**src/rtl/dmem_bridge_if.sv**
```systemverilog
// ---------------------------------------------------------------------------
// dmem_bridge_if
// SRAM-like data bus between the memory-stage bridge (master) and the data
// memory / cache (slave). One request is accepted per addr_ok; every accepted
// request gets exactly one data_ok response in a later cycle.
//
// Signals
//   data_sram_req      master -> slave   request valid
//   data_sram_wr       master -> slave   1 = write, 0 = read
//   data_sram_size     master -> slave   0 byte, 1 half, 2 word
//   data_sram_addr     master -> slave   byte address
//   data_sram_wstrb    master -> slave   byte enables (ignored for reads)
//   data_sram_wdata    master -> slave   write data, lane-aligned
//   data_sram_addr_ok  slave -> master   request accepted this cycle
//   data_sram_data_ok  slave -> master   read data / write ack this cycle
//   data_sram_rdata    slave -> master   read data, valid with data_ok
// ---------------------------------------------------------------------------
interface dmem_bridge_if #(
    parameter int ADDR_W = 32,
    parameter int DATA_W = 32
);
    logic                  data_sram_req;
    logic                  data_sram_wr;
    logic [1:0]            data_sram_size;
    logic [ADDR_W-1:0]     data_sram_addr;
    logic [DATA_W/8-1:0]   data_sram_wstrb;
    logic [DATA_W-1:0]     data_sram_wdata;
    logic                  data_sram_addr_ok;
    logic                  data_sram_data_ok;
    logic [DATA_W-1:0]     data_sram_rdata;

    modport master (
        output data_sram_req, data_sram_wr, data_sram_size, data_sram_addr,
               data_sram_wstrb, data_sram_wdata,
        input  data_sram_addr_ok, data_sram_data_ok, data_sram_rdata
    );

    modport slave (
        input  data_sram_req, data_sram_wr, data_sram_size, data_sram_addr,
               data_sram_wstrb, data_sram_wdata,
        output data_sram_addr_ok, data_sram_data_ok, data_sram_rdata
    );
endinterface

```
**src/rtl/dmem_bridge.sv**
```systemverilog
// ---------------------------------------------------------------------------
// dmem_bridge
// Memory-stage data-access bridge. Issues each M-stage load/store exactly once
// on the SRAM-like data bus, reports dmem_busy to the hazard unit, and holds
// load data while the pipeline is frozen for other reasons.
//
// Ports
//   clk        system clock, rising edge
//   resetn     asynchronous active-low reset
//   m_req      M-stage instruction is a (non-faulting) load/store
//   m_wr       1 = store, 0 = load
//   m_size     0 byte, 1 half, 2 word (3 treated as word)
//   m_addr     byte address
//   m_wdata    store data, lane-aligned
//   m_stall    final M-stage stall from the hazard unit
//   m_flush    final M-stage flush from the hazard unit
//   dmem_busy  M-stage access not yet complete (never depends on stall/flush)
//   m_rdata    load result toward the M/W path
//   bus        data bus, master side
// ---------------------------------------------------------------------------
module dmem_bridge #(
    parameter int ADDR_W = 32,
    parameter int DATA_W = 32
) (
    input  logic               clk,
    input  logic               resetn,
    input  logic               m_req,
    input  logic               m_wr,
    input  logic [1:0]         m_size,
    input  logic [ADDR_W-1:0]  m_addr,
    input  logic [DATA_W-1:0]  m_wdata,
    input  logic               m_stall,
    input  logic               m_flush,
    output logic               dmem_busy,
    output logic [DATA_W-1:0]  m_rdata,
    dmem_bridge_if.master      bus
);

    typedef enum logic [2:0] {
        S_IDLE,
        S_REQ,
        S_WAIT,
        S_DONE,
        S_DRAIN
    } state_t;

    state_t               r_state;
    state_t               w_next;

    logic                 r_wr;
    logic [1:0]           r_size;
    logic [ADDR_W-1:0]    r_addr;
    logic [DATA_W-1:0]    r_wdata;
    logic [3:0]           r_wstrb;
    logic [DATA_W-1:0]    r_rdata;
    logic                 r_cancel;

    logic                 w_busy;
    logic                 w_req;
    logic                 w_wr;
    logic [1:0]           w_size;
    logic [ADDR_W-1:0]    w_addr;
    logic [DATA_W-1:0]    w_wdata;
    logic [3:0]           w_wstrb;
    logic [DATA_W-1:0]    w_rdata;
    logic                 w_issue;
    logic                 w_capture;

    // Byte enables from size and the low address bits; size 3 behaves as word.
    function automatic logic [3:0] f_wstrb(input logic [1:0] size, input logic [1:0] lo);
        logic [3:0] strb;
        case (size)
            2'd0:    strb = 4'b0001 << lo;
            2'd1:    strb = lo[1] ? 4'b1100 : 4'b0011;
            default: strb = 4'b1111;
        endcase
        return strb;
    endfunction

    always_comb begin
        w_next    = r_state;
        w_busy    = 1'b0;
        w_req     = 1'b0;
        w_wr      = r_wr;
        w_size    = r_size;
        w_addr    = r_addr;
        w_wdata   = r_wdata;
        w_wstrb   = r_wstrb;
        w_rdata   = r_rdata;
        w_issue   = 1'b0;
        w_capture = 1'b0;

        unique case (r_state)
            S_IDLE: begin
                // Bus fields come straight from M so an access can issue in
                // the same cycle the instruction arrives.
                w_busy  = m_req;
                w_req   = m_req && !m_flush;
                w_wr    = m_wr;
                w_size  = m_size;
                w_addr  = m_addr;
                w_wdata = m_wdata;
                w_wstrb = f_wstrb(m_size, m_addr[1:0]);
                if (w_req) begin
                    w_issue = 1'b1;
                    w_next  = bus.data_sram_addr_ok ? S_WAIT : S_REQ;
                end
            end
            S_REQ: begin
                // A presented request is never withdrawn; a flush only marks
                // the eventual response for discard.
                w_busy = 1'b1;
                w_req  = 1'b1;
                if (bus.data_sram_addr_ok) begin
                    w_next = (r_cancel || m_flush) ? S_DRAIN : S_WAIT;
                end
            end
            S_WAIT: begin
                w_busy = !bus.data_sram_data_ok;
                if (bus.data_sram_data_ok) begin
                    w_rdata   = bus.data_sram_rdata;
                    w_capture = 1'b1;
                    if (m_flush)      w_next = S_IDLE;
                    else if (m_stall) w_next = S_DONE;
                    else              w_next = S_IDLE;
                end else if (m_flush) begin
                    w_next = S_DRAIN;
                end
            end
            S_DONE: begin
                // Access finished but the instruction is still held in M.
                if (!m_stall || m_flush) w_next = S_IDLE;
            end
            S_DRAIN: begin
                w_busy = 1'b1;
                if (bus.data_sram_data_ok) w_next = S_IDLE;
            end
            default: w_next = S_IDLE;
        endcase
    end

    always_ff @(posedge clk or negedge resetn) begin
        if (!resetn) begin
            r_state  <= S_IDLE;
            r_wr     <= 1'b0;
            r_size   <= 2'd0;
            r_addr   <= '0;
            r_wdata  <= '0;
            r_wstrb  <= 4'd0;
            r_rdata  <= '0;
            r_cancel <= 1'b0;
        end else begin
            r_state <= w_next;
            if (w_issue) begin
                r_wr    <= w_wr;
                r_size  <= w_size;
                r_addr  <= w_addr;
                r_wdata <= w_wdata;
                r_wstrb <= w_wstrb;
            end
            if (w_capture) r_rdata <= bus.data_sram_rdata;
            if (w_next == S_IDLE)                   r_cancel <= 1'b0;
            else if (r_state == S_REQ && m_flush)   r_cancel <= 1'b1;
        end
    end

    // resetn gates the combinational outputs so nothing leaks from M while
    // the block is held in reset.
    assign dmem_busy           = resetn && w_busy;
    assign m_rdata             = w_rdata;
    assign bus.data_sram_req   = resetn && w_req;
    assign bus.data_sram_wr    = w_wr;
    assign bus.data_sram_size  = w_size;
    assign bus.data_sram_addr  = w_addr;
    assign bus.data_sram_wdata = w_wdata;
    assign bus.data_sram_wstrb = w_wstrb;

endmodule

```
**src/flat_wrapper.sv**
```systemverilog
// flat-port wrapper written by rule: the top's interface ports become plain ports
module dmem_bridge_flat 
#(
    parameter int ADDR_W = 32,
    parameter int DATA_W = 32
)
  (clk, resetn, m_req, m_wr, m_size, m_addr, m_wdata, m_stall, m_flush, dmem_busy, m_rdata, bus_data_sram_req, bus_data_sram_wr, bus_data_sram_size, bus_data_sram_addr, bus_data_sram_wstrb, bus_data_sram_wdata, bus_data_sram_addr_ok, bus_data_sram_data_ok, bus_data_sram_rdata);
  dmem_bridge_if #(.ADDR_W(ADDR_W), .DATA_W(DATA_W)) bus_i ();
  input  logic clk;
  input  logic resetn;
  input  logic m_req;
  input  logic m_wr;
  input  logic [1:0] m_size;
  input  logic [ADDR_W-1:0] m_addr;
  input  logic [DATA_W-1:0] m_wdata;
  input  logic m_stall;
  input  logic m_flush;
  output logic dmem_busy;
  output logic [DATA_W-1:0] m_rdata;
  output wire logic [$bits(bus_i.data_sram_req)-1:0] bus_data_sram_req;
  output wire logic [$bits(bus_i.data_sram_wr)-1:0] bus_data_sram_wr;
  output wire logic [$bits(bus_i.data_sram_size)-1:0] bus_data_sram_size;
  output wire logic [$bits(bus_i.data_sram_addr)-1:0] bus_data_sram_addr;
  output wire logic [$bits(bus_i.data_sram_wstrb)-1:0] bus_data_sram_wstrb;
  output wire logic [$bits(bus_i.data_sram_wdata)-1:0] bus_data_sram_wdata;
  input wire logic [$bits(bus_i.data_sram_addr_ok)-1:0] bus_data_sram_addr_ok;
  input wire logic [$bits(bus_i.data_sram_data_ok)-1:0] bus_data_sram_data_ok;
  input wire logic [$bits(bus_i.data_sram_rdata)-1:0] bus_data_sram_rdata;
  assign bus_data_sram_req = bus_i.data_sram_req;
  assign bus_data_sram_wr = bus_i.data_sram_wr;
  assign bus_data_sram_size = bus_i.data_sram_size;
  assign bus_data_sram_addr = bus_i.data_sram_addr;
  assign bus_data_sram_wstrb = bus_i.data_sram_wstrb;
  assign bus_data_sram_wdata = bus_i.data_sram_wdata;
  assign bus_i.data_sram_addr_ok = bus_data_sram_addr_ok;
  assign bus_i.data_sram_data_ok = bus_data_sram_data_ok;
  assign bus_i.data_sram_rdata = bus_data_sram_rdata;
  dmem_bridge #(.ADDR_W(ADDR_W), .DATA_W(DATA_W)) u_core (.clk(clk), .resetn(resetn), .m_req(m_req), .m_wr(m_wr), .m_size(m_size), .m_addr(m_addr), .m_wdata(m_wdata), .m_stall(m_stall), .m_flush(m_flush), .dmem_busy(dmem_busy), .m_rdata(m_rdata), .bus(bus_i));
endmodule
```
**config.mk**
```make
export PLATFORM = sky130hd
export DESIGN_NAME = dmem_bridge_flat
export DESIGN_NICKNAME = d
export VERILOG_FILES = /design/src/rtl/dmem_bridge_if.sv /design/src/rtl/dmem_bridge.sv /design/src/flat_wrapper.sv
export SDC_FILE = /design/constraint.sdc
export NUM_CORES = 1
export LEC_CHECK = 0
export ABC_AREA = 1
export BUFFER_PORTS_ARGS = -buffer_cell sky130_fd_sc_hd__buf_4
export CAP_MARGIN = 20
export CORE_ASPECT_RATIO = 1.1
export CORE_UTILIZATION = 50
export CTS_CLUSTER_SIZE = 25
export DETAILED_ROUTE_END_ITERATION = 8
export PLACE_DENSITY = 0.81
export SETUP_SLACK_MARGIN = 0.2
export SYNTH_ARGS = -nofsm -noshare
export SYNTH_HDL_FRONTEND = slang
export SYNTH_SLANG_ARGS = --single-unit
```
**constraint.sdc**
```tcl
create_clock -name clk -period 1.9 [get_ports clk]
set_input_delay 0.38 -clock clk [delete_from_list [all_inputs] [get_ports clk]]
set_output_delay 0.38 -clock clk [all_outputs]
set_load 0.03 [all_outputs]
```
==> qor_table.md, run 1 <==
| Step | Metric | Reported |
| --- | --- | --- |
| run status | Outcome | aborted with a tool error |
| run status | Halt point of the flow | global routing |
| run status | Error msg | [ERROR DPL-0038] Utilization greater than 100%, impossible to legalize |
| die | Overall die height | 114 um |
| grt | Pin count of the biggest net entering global routing | 102 |
| synth | Synth Area per Inst | 8.96 um^2 |
| die | Total I/O pin count | 211 |
| die | Die boundary width | 103 um |
| synth | Post-synthesis sequential element count | 107 |
| synth | EDFF count, synth | 0 |
| clocking | Clock Tree Buf Depth | 2 |
| clocking | Max H-tree Level | 3 |
| die | Initial Util | 51.7% |
| synth | Mapped Area | 5670 um^2 |
| synth | Cells after Synth | 632 |
| place | HPWL after detailed placement | 10,800 um |
| synth | Share of synthesized flip-flops with an asynchronous set or reset | 100% |
| synth | Yosys warning count | 0 |
| synth | Sequential cell area fraction in the yosys report | 47.3% |
| clocking | # clock sinks | 107 |
| die | Standard-cell row count | 40 |
| place | Buffers added on ports | 210 |
| clocking | Number of buffers created by CTS | 9 |
| timing | GRT repair_timing worst endpoint | bus_data_sram_wstrb[2] |
| synth | Post-synth top flop | sky130_fd_sc_hd__dfrtp_1 |
| clocking | CTS root buf | sky130_fd_sc_hd__clkbuf_16 |
| timing | Worst endpoint kind after the last repair | primary output |
| place | RePlAce Congestion | 0.897 |
| synth | Net count after synthesis | 738 |
| synth | Number of library cell types mapped by synthesis | 28 |
[Yosys cell counts (all sizes together), types with 2 or more instances]
master	number	area share, %
nand4	3	0.33
nor2	15	1.5
dfrtp	107	47
nor3	2	0.18
nand2	163	11
clkbuf	3	0.22
a21oi	3	0.26
mux2	64	13
o21ai	143	15
inv	87	5.8
nand3	6	0.62
buf	32	4.2
[cells by family after synthesis]
| logic type | count (synthesis) | share of synthesized area, % |
|---|---|---|
| AO/OA/AOI/OAI | 150 | 16.3 |
| multiplexers | 64 | 12.7 |
| flip-flops | 107 | 47.3 |
| buffers and inverters | 122 | 10.2 |
| AND/OR/NAND/NOR | 189 | 13.5 |
[repair_timing]
action                                  CTS
pin swaps                                12
gates cloned                             32
hold endpoints to repair                  6
endpoints found under the setup margin  148
resized for setup                       324
hold buffers                              1
setup buffers                            60
[metrics by stage]
stage / instance area (um^2) / setup TNS, ns / worst slack (ns) / hold slack [ns] / std cells
3_5_place_dp: 7670 / -0.570 / -0.0401 / 0.233 / 976
2_1_floorplan: 5870 / 0 / 0.104 / 0.0844 / 632
3_3_place_gp: 7670 / 0 / 0.0323 / 0.230 / 976
4_1_cts: 10500 / -29.27 / -0.332 / 0.192 / 1085
==> run 2, diff against run 1 <==
--- a/config.mk
+++ b/config.mk
@@ -8,12 +8,9 @@
 export ABC_AREA = 1
 export BUFFER_PORTS_ARGS = -buffer_cell sky130_fd_sc_hd__buf_4
 export CAP_MARGIN = 20
-export CORE_ASPECT_RATIO = 1.1
-export CORE_UTILIZATION = 50
-export CTS_CLUSTER_SIZE = 25
+export CORE_UTILIZATION = 40
 export DETAILED_ROUTE_END_ITERATION = 8
-export PLACE_DENSITY = 0.81
-export SETUP_SLACK_MARGIN = 0.2
+export PLACE_DENSITY_LB_ADDON = 0.15
 export SYNTH_ARGS = -nofsm -noshare
 export SYNTH_HDL_FRONTEND = slang
 export SYNTH_SLANG_ARGS = --single-unit
==> qor_table.md, run 2 <==
| Step | Metric | Reported | Delta |
| --- | --- | --- | --- |
| synth | Net count after synthesis | 738 | unchanged |
| timing | Final critical delay including setup and external delays | 2.27 ns |  |
| grt | Overall track demand over capacity in global routing | 22.6% |  |
| worst setup path | Flop-to-flop setup slack | 0.02 ns |  |
| run status | Failing checks | negative setup slack |  |
| die | Initial Util | 41.0% | -11 points |
| drt | Routed vias/inst | 5.06 |  |
| final layout | Fraction of layout cells with a size suffix above 1 | 50.6% |  |
| timing | Worst setup skew after layout | 0.00986 ns |  |
| run status | Outcome | complete, but fails checks |  |
| pwr | Total net switching power | 10.2 mW |  |
| worst setup path | Max Fanout on Critical Path | 7 |  |
| synth | EDFF count, synth | 0 | unchanged |
| pwr | Clock power share | 8.4% |  |
| synth | Synthesized-area fraction occupied by ao, oa, aoi and oai cells | 16.3% | unchanged |
| clocking | Max H-tree Level | 3 | unchanged |
| timing | Slew Limit Fails | 0 |  |
| worst setup path | Crit Path Class | flop to output port |  |
| pwr | Combinational share of power | 75.0% |  |
| synth | XOR/XNOR share of the synthesized area | 0% | unchanged |
| place | Buffers added on ports | 210 | unchanged |
| hold path | Hold Crit Endpoint | u_core.r_rdata[8]$_DFFE_PN0P_ |  |
| synth | Arithmetic-cell share of the synthesized area counting full adders, half adders and majority gates | 0% | unchanged |
| pwr | PD cells | 2360 nW/um^2 |  |
| drt | Routed wire length per instance | 16.9 um |  |
| worst setup path | Endpoint of the worst register-to-register path | u_core.r_cancel$_DFFE_PN0P_ |  |
| synth | Top cells by instance count after synthesis | sky130_fd_sc_hd__nand2_1 (162), sky130_fd_sc_hd__dfrtp_1 (107), sky130_fd_sc_hd__o21ai_0 (92) |  |
| die | Standard-cell row count | 43 | +7.5% |
| synth | Top-count cell post-synth | sky130_fd_sc_hd__nand2_1 |  |
| timing | Rel. slew slack | 64.6% |  |
| grt | Overall overflow remaining after global route | 0 |  |
| final layout | P&R area growth vs syn | 69.9% |  |
| timing | Final worst hold slack | 0.261 ns |  |
| synth | Dominant combinational cell family by area after synthesis | compound AO/OA/AOI/OAI gates |  |
| drt | Number of search-and-repair iterations in the first detailed-routing pass | 5 |  |
| synth | Mux share of post-synthesis cell area | 12.7% | unchanged |
| synth | Number of library cell types mapped by synthesis | 28 | unchanged |
| worst setup path | Required time of the critical path | 1.52 ns |  |
| run | Max cap viols | 0 |  |
| clocking | Clock slew seen by the registers of the worst setup and hold paths | 0.07 ns |  |
| hold path | Hold path startpoint | bus_data_sram_rdata[8] |  |
| drt | Number of DRC markers after the initial detailed-route iteration | 332 |  |
| place | Worst slack after detailed placement | -0.0145 ns | +0.0256 ns |
| synth | Area fraction in and, or, nand and nor cells after synthesis | 13.5% | unchanged |
| synth | Proportion of netlist area held by the largest area contributor | 47.3% | unchanged |
| worst setup path | CP Capture Type | output port |  |
| place | HPWL after detailed placement | 9850 um | -8.9% |
| hold path | Worst hold-check path type | primary input to flop |  |
| clocking | Clock Tree Buf Depth | 2 | unchanged |
| place | RePlAce Congestion | 0.888 | -1.0% |
| clocking | # clock sinks | 107 | unchanged |
| die | Area enclosed by the die boundary | 14,600 um^2 |  |
| grt | Vias in the first global route | 5,224 |  |
| pwr | Net switching fraction of the power | 45.0% |  |
| drt | Number of vias after detailed routing | 5,517 |  |
| timing | Worst Setup Slack, final | -0.372 ns |  |
| synth | Cell types with the largest area share after synthesis | sky130_fd_sc_hd__dfrtp_1 (47%), sky130_fd_sc_hd__nand2_1 (11%), sky130_fd_sc_hd__mux2_2 (8.5%), sky130_fd_sc_hd__o21ai_0 (8.1%), sky130_fd_sc_hd__o21ai_2 (6.6%) |  |
| final layout | Largest registers in the final layout | u_core.r_addr (32), u_core.r_rdata (32), u_core.r_wdata (32) |  |
| clocking | Source-to-sink clock delay at the later pin of the worst-skew pair | 0.35 ns |  |
| pwr | Worst IR Drop VDD | 1310 uV |  |
| pwr | Internal power consumption | 12.5 mW |  |
| clocking | Number of buffers created by CTS | 9 | unchanged |
| timing | Top achievable clock speed | 0.440 GHz |  |
| final layout | Final antenna diode count | 0 |  |
| final layout | Top library cells by usage in the layout, fill and taps aside | sky130_fd_sc_hd__nand2_1 (150), sky130_fd_sc_hd__buf_4 (149), sky130_fd_sc_hd__buf_6 (106), sky130_fd_sc_hd__dfrtp_1 (106), sky130_fd_sc_hd__inv_1 (82) |  |
| worst setup path | Cell depth of the worst flop-to-flop path | 14 |  |
| drt | Detailed Route WL | 18,500 um |  |
| hold path | Cell count of the worst hold path | 2 |  |
| synth | Sequential cell area fraction in the yosys report | 47.3% | unchanged |
| final layout | Nets | 1,012 |  |
| die | Die boundary width | 121 um | +17% |
| die | Core Area | 13,800 um^2 |  |
| synth | Mapped Area | 5670 um^2 | unchanged |
| final layout | Commonest non-fill, non-tap cell in the layout | sky130_fd_sc_hd__nand2_1 |  |
| clocking | CTS root buf | sky130_fd_sc_hd__clkbuf_16 |  |
| worst setup path | Worst reg2reg startpoint | u_core.r_state[2]$_DFF_PN0_ |  |
| timing | Count of endpoints failing hold in the final timing report | 0 |  |
| drt | DRC viols | 0 |  |
| pwr | Relative contribution of sequential cells to total power | 16.5% |  |
| clocking | CTS tree | done |  |
| synth | Yosys warning count | 0 | unchanged |
| worst setup path | Critical Path Source Type | flop |  |
| worst setup path | Arrival time of data at the critical path endpoint | 1.89 ns |  |
| timing | Share of the clock period used by the worst path | 120% |  |
| synth | Post-synthesis sequential element count | 107 | unchanged |
| timing | Actual transition at the worst max-transition pin | 0.531 ns |  |
| synth | Post-synth top flop | sky130_fd_sc_hd__dfrtp_1 |  |
| pwr | P_leak | 4.68 nW |  |
| grt | Wire length of the first global-routing pass | 25,700 um |  |
| synth | Synth Area per Inst | 8.96 um^2 | unchanged |
| drt | Final antenna-violating net count | 0 |  |
| grt | Pin count of the biggest net entering global routing | 102 |  |
| timing | Unrepaired setup endpoints after global routing | yes |  |
| timing | Final setup fails | 105 |  |
| synth | Share of synthesized flip-flops with an asynchronous set or reset | 100% | unchanged |
| die | Total I/O pin count | 211 | unchanged |
| die | Overall die height | 121 um | +6.5% |
| synth | Largest area contributor in the netlist | sky130_fd_sc_hd__dfrtp_1 |  |
| synth | Cells after Synth | 632 | unchanged |
| pwr | Total power draw | 22.7 mW |  |
| grt | Initial antenna violation count | 0 |  |
[run 2: cell counts after synthesis]
No cell type changed its count.
[run 2: timing repair]
action,CTS,global route
gates cloned,14,13
pin swaps,2,5
setup endpoints to repair,104,175
endpoints found under the hold margin,6,0
buffers inserted,23,14
hold buffers,1,0
resized for setup,178,59
[run 2: worst max-delay path by stage]
stage / from / endpoint / slack (ns) / cells after the start
CTS: u_core.r_state[0]$_DFF_PN0_ / m_rdata[10] / -0.37 / 7
floorplan: u_core.r_state[1]$_DFF_PN0_ / bus_data_sram_addr[1] / -0.11 / 6
global route: u_core.r_state[2]$_DFF_PN0_ / bus_data_sram_wdata[10] / -0.43 / 9
detailed placement: u_core.r_state[2]$_DFF_PN0_ / m_rdata[29] / -0.01 / 6
finish: u_core.r_state[2]$_DFF_PN0_ / bus_data_sram_wdata[10] / -0.37 / 9
global placement: u_core.r_state[2]$_DFF_PN0_ / m_rdata[18] / 0.03 / 6
[run 2: area by class of cell]
class	instances	area [um^2]
Multi-Input combinational cell	403	2760
Clock buffer	10	239
Sequential cell	107	2680
Fill cell	995	4200
Timing Repair inverter	1	16.3
Timing Repair Buffer	297	3310
Tap cell	180	225
Clock inverter	6	65.1
Inverter	87	339
[run 2: logic make-up (layout without fill, tap and decap cells)]
family                 count (synthesis)  in the layout
and+or+nand+nor                      189            189
muxes                                 64             64
AOI/OAI and AO/OA                    150            150
DFF                                  107            107
buffers and inverters                122            401
[run 2: stage by stage]
stage                     area, um^2  setup TNS [ns]  util (%)  std cells
after global placement          7500               0      54.2       1012
after floorplan                 5670          -0.524         -        632
after detailed placement        7500         -0.0716      54.2       1012
after global routing            9620          -36.36      69.6       1091
final                           9620          -29.26      69.6       1091
after CTS                       9040          -29.92      65.4       1066
[run 2: critical path: stages, from the launching register on]
cell and delay, ns:
sky130_fd_sc_hd__dfrtp_1 0.39, sky130_fd_sc_hd__buf_4 0.15, sky130_fd_sc_hd__nor2_4 0.17, sky130_fd_sc_hd__nand2_8 0.11, sky130_fd_sc_hd__inv_12 0.12, sky130_fd_sc_hd__buf_6 0.12
sky130_fd_sc_hd__buf_16 0.12, sky130_fd_sc_hd__nand2_1 0.08, sky130_fd_sc_hd__o21ai_2 0.10, sky130_fd_sc_hd__buf_6 0.17
[run 2: power groups by stage]
stage	clock, mW	combinational, mW	sequential (mW)
floorplan	0	7.69	3.66
detailed placement	0	11.3	3.76
finish	1.91	17.0	3.75
global placement	0	11.1	3.74
global route	2.06	17.9	3.85
CTS	1.95	15.5	3.72
[run 2: metal layers]
layer	vias to the layer above	share of wire [%]	GRT usage (%)
li1	2606	-	-
met4	0	1.7	7.87
met3	25	4.6	3.38
met1	2699	44	30.5
met2	187	50	36.7
met5	-	0	0
No activity file was read; power rests on OpenSTA's default activity.
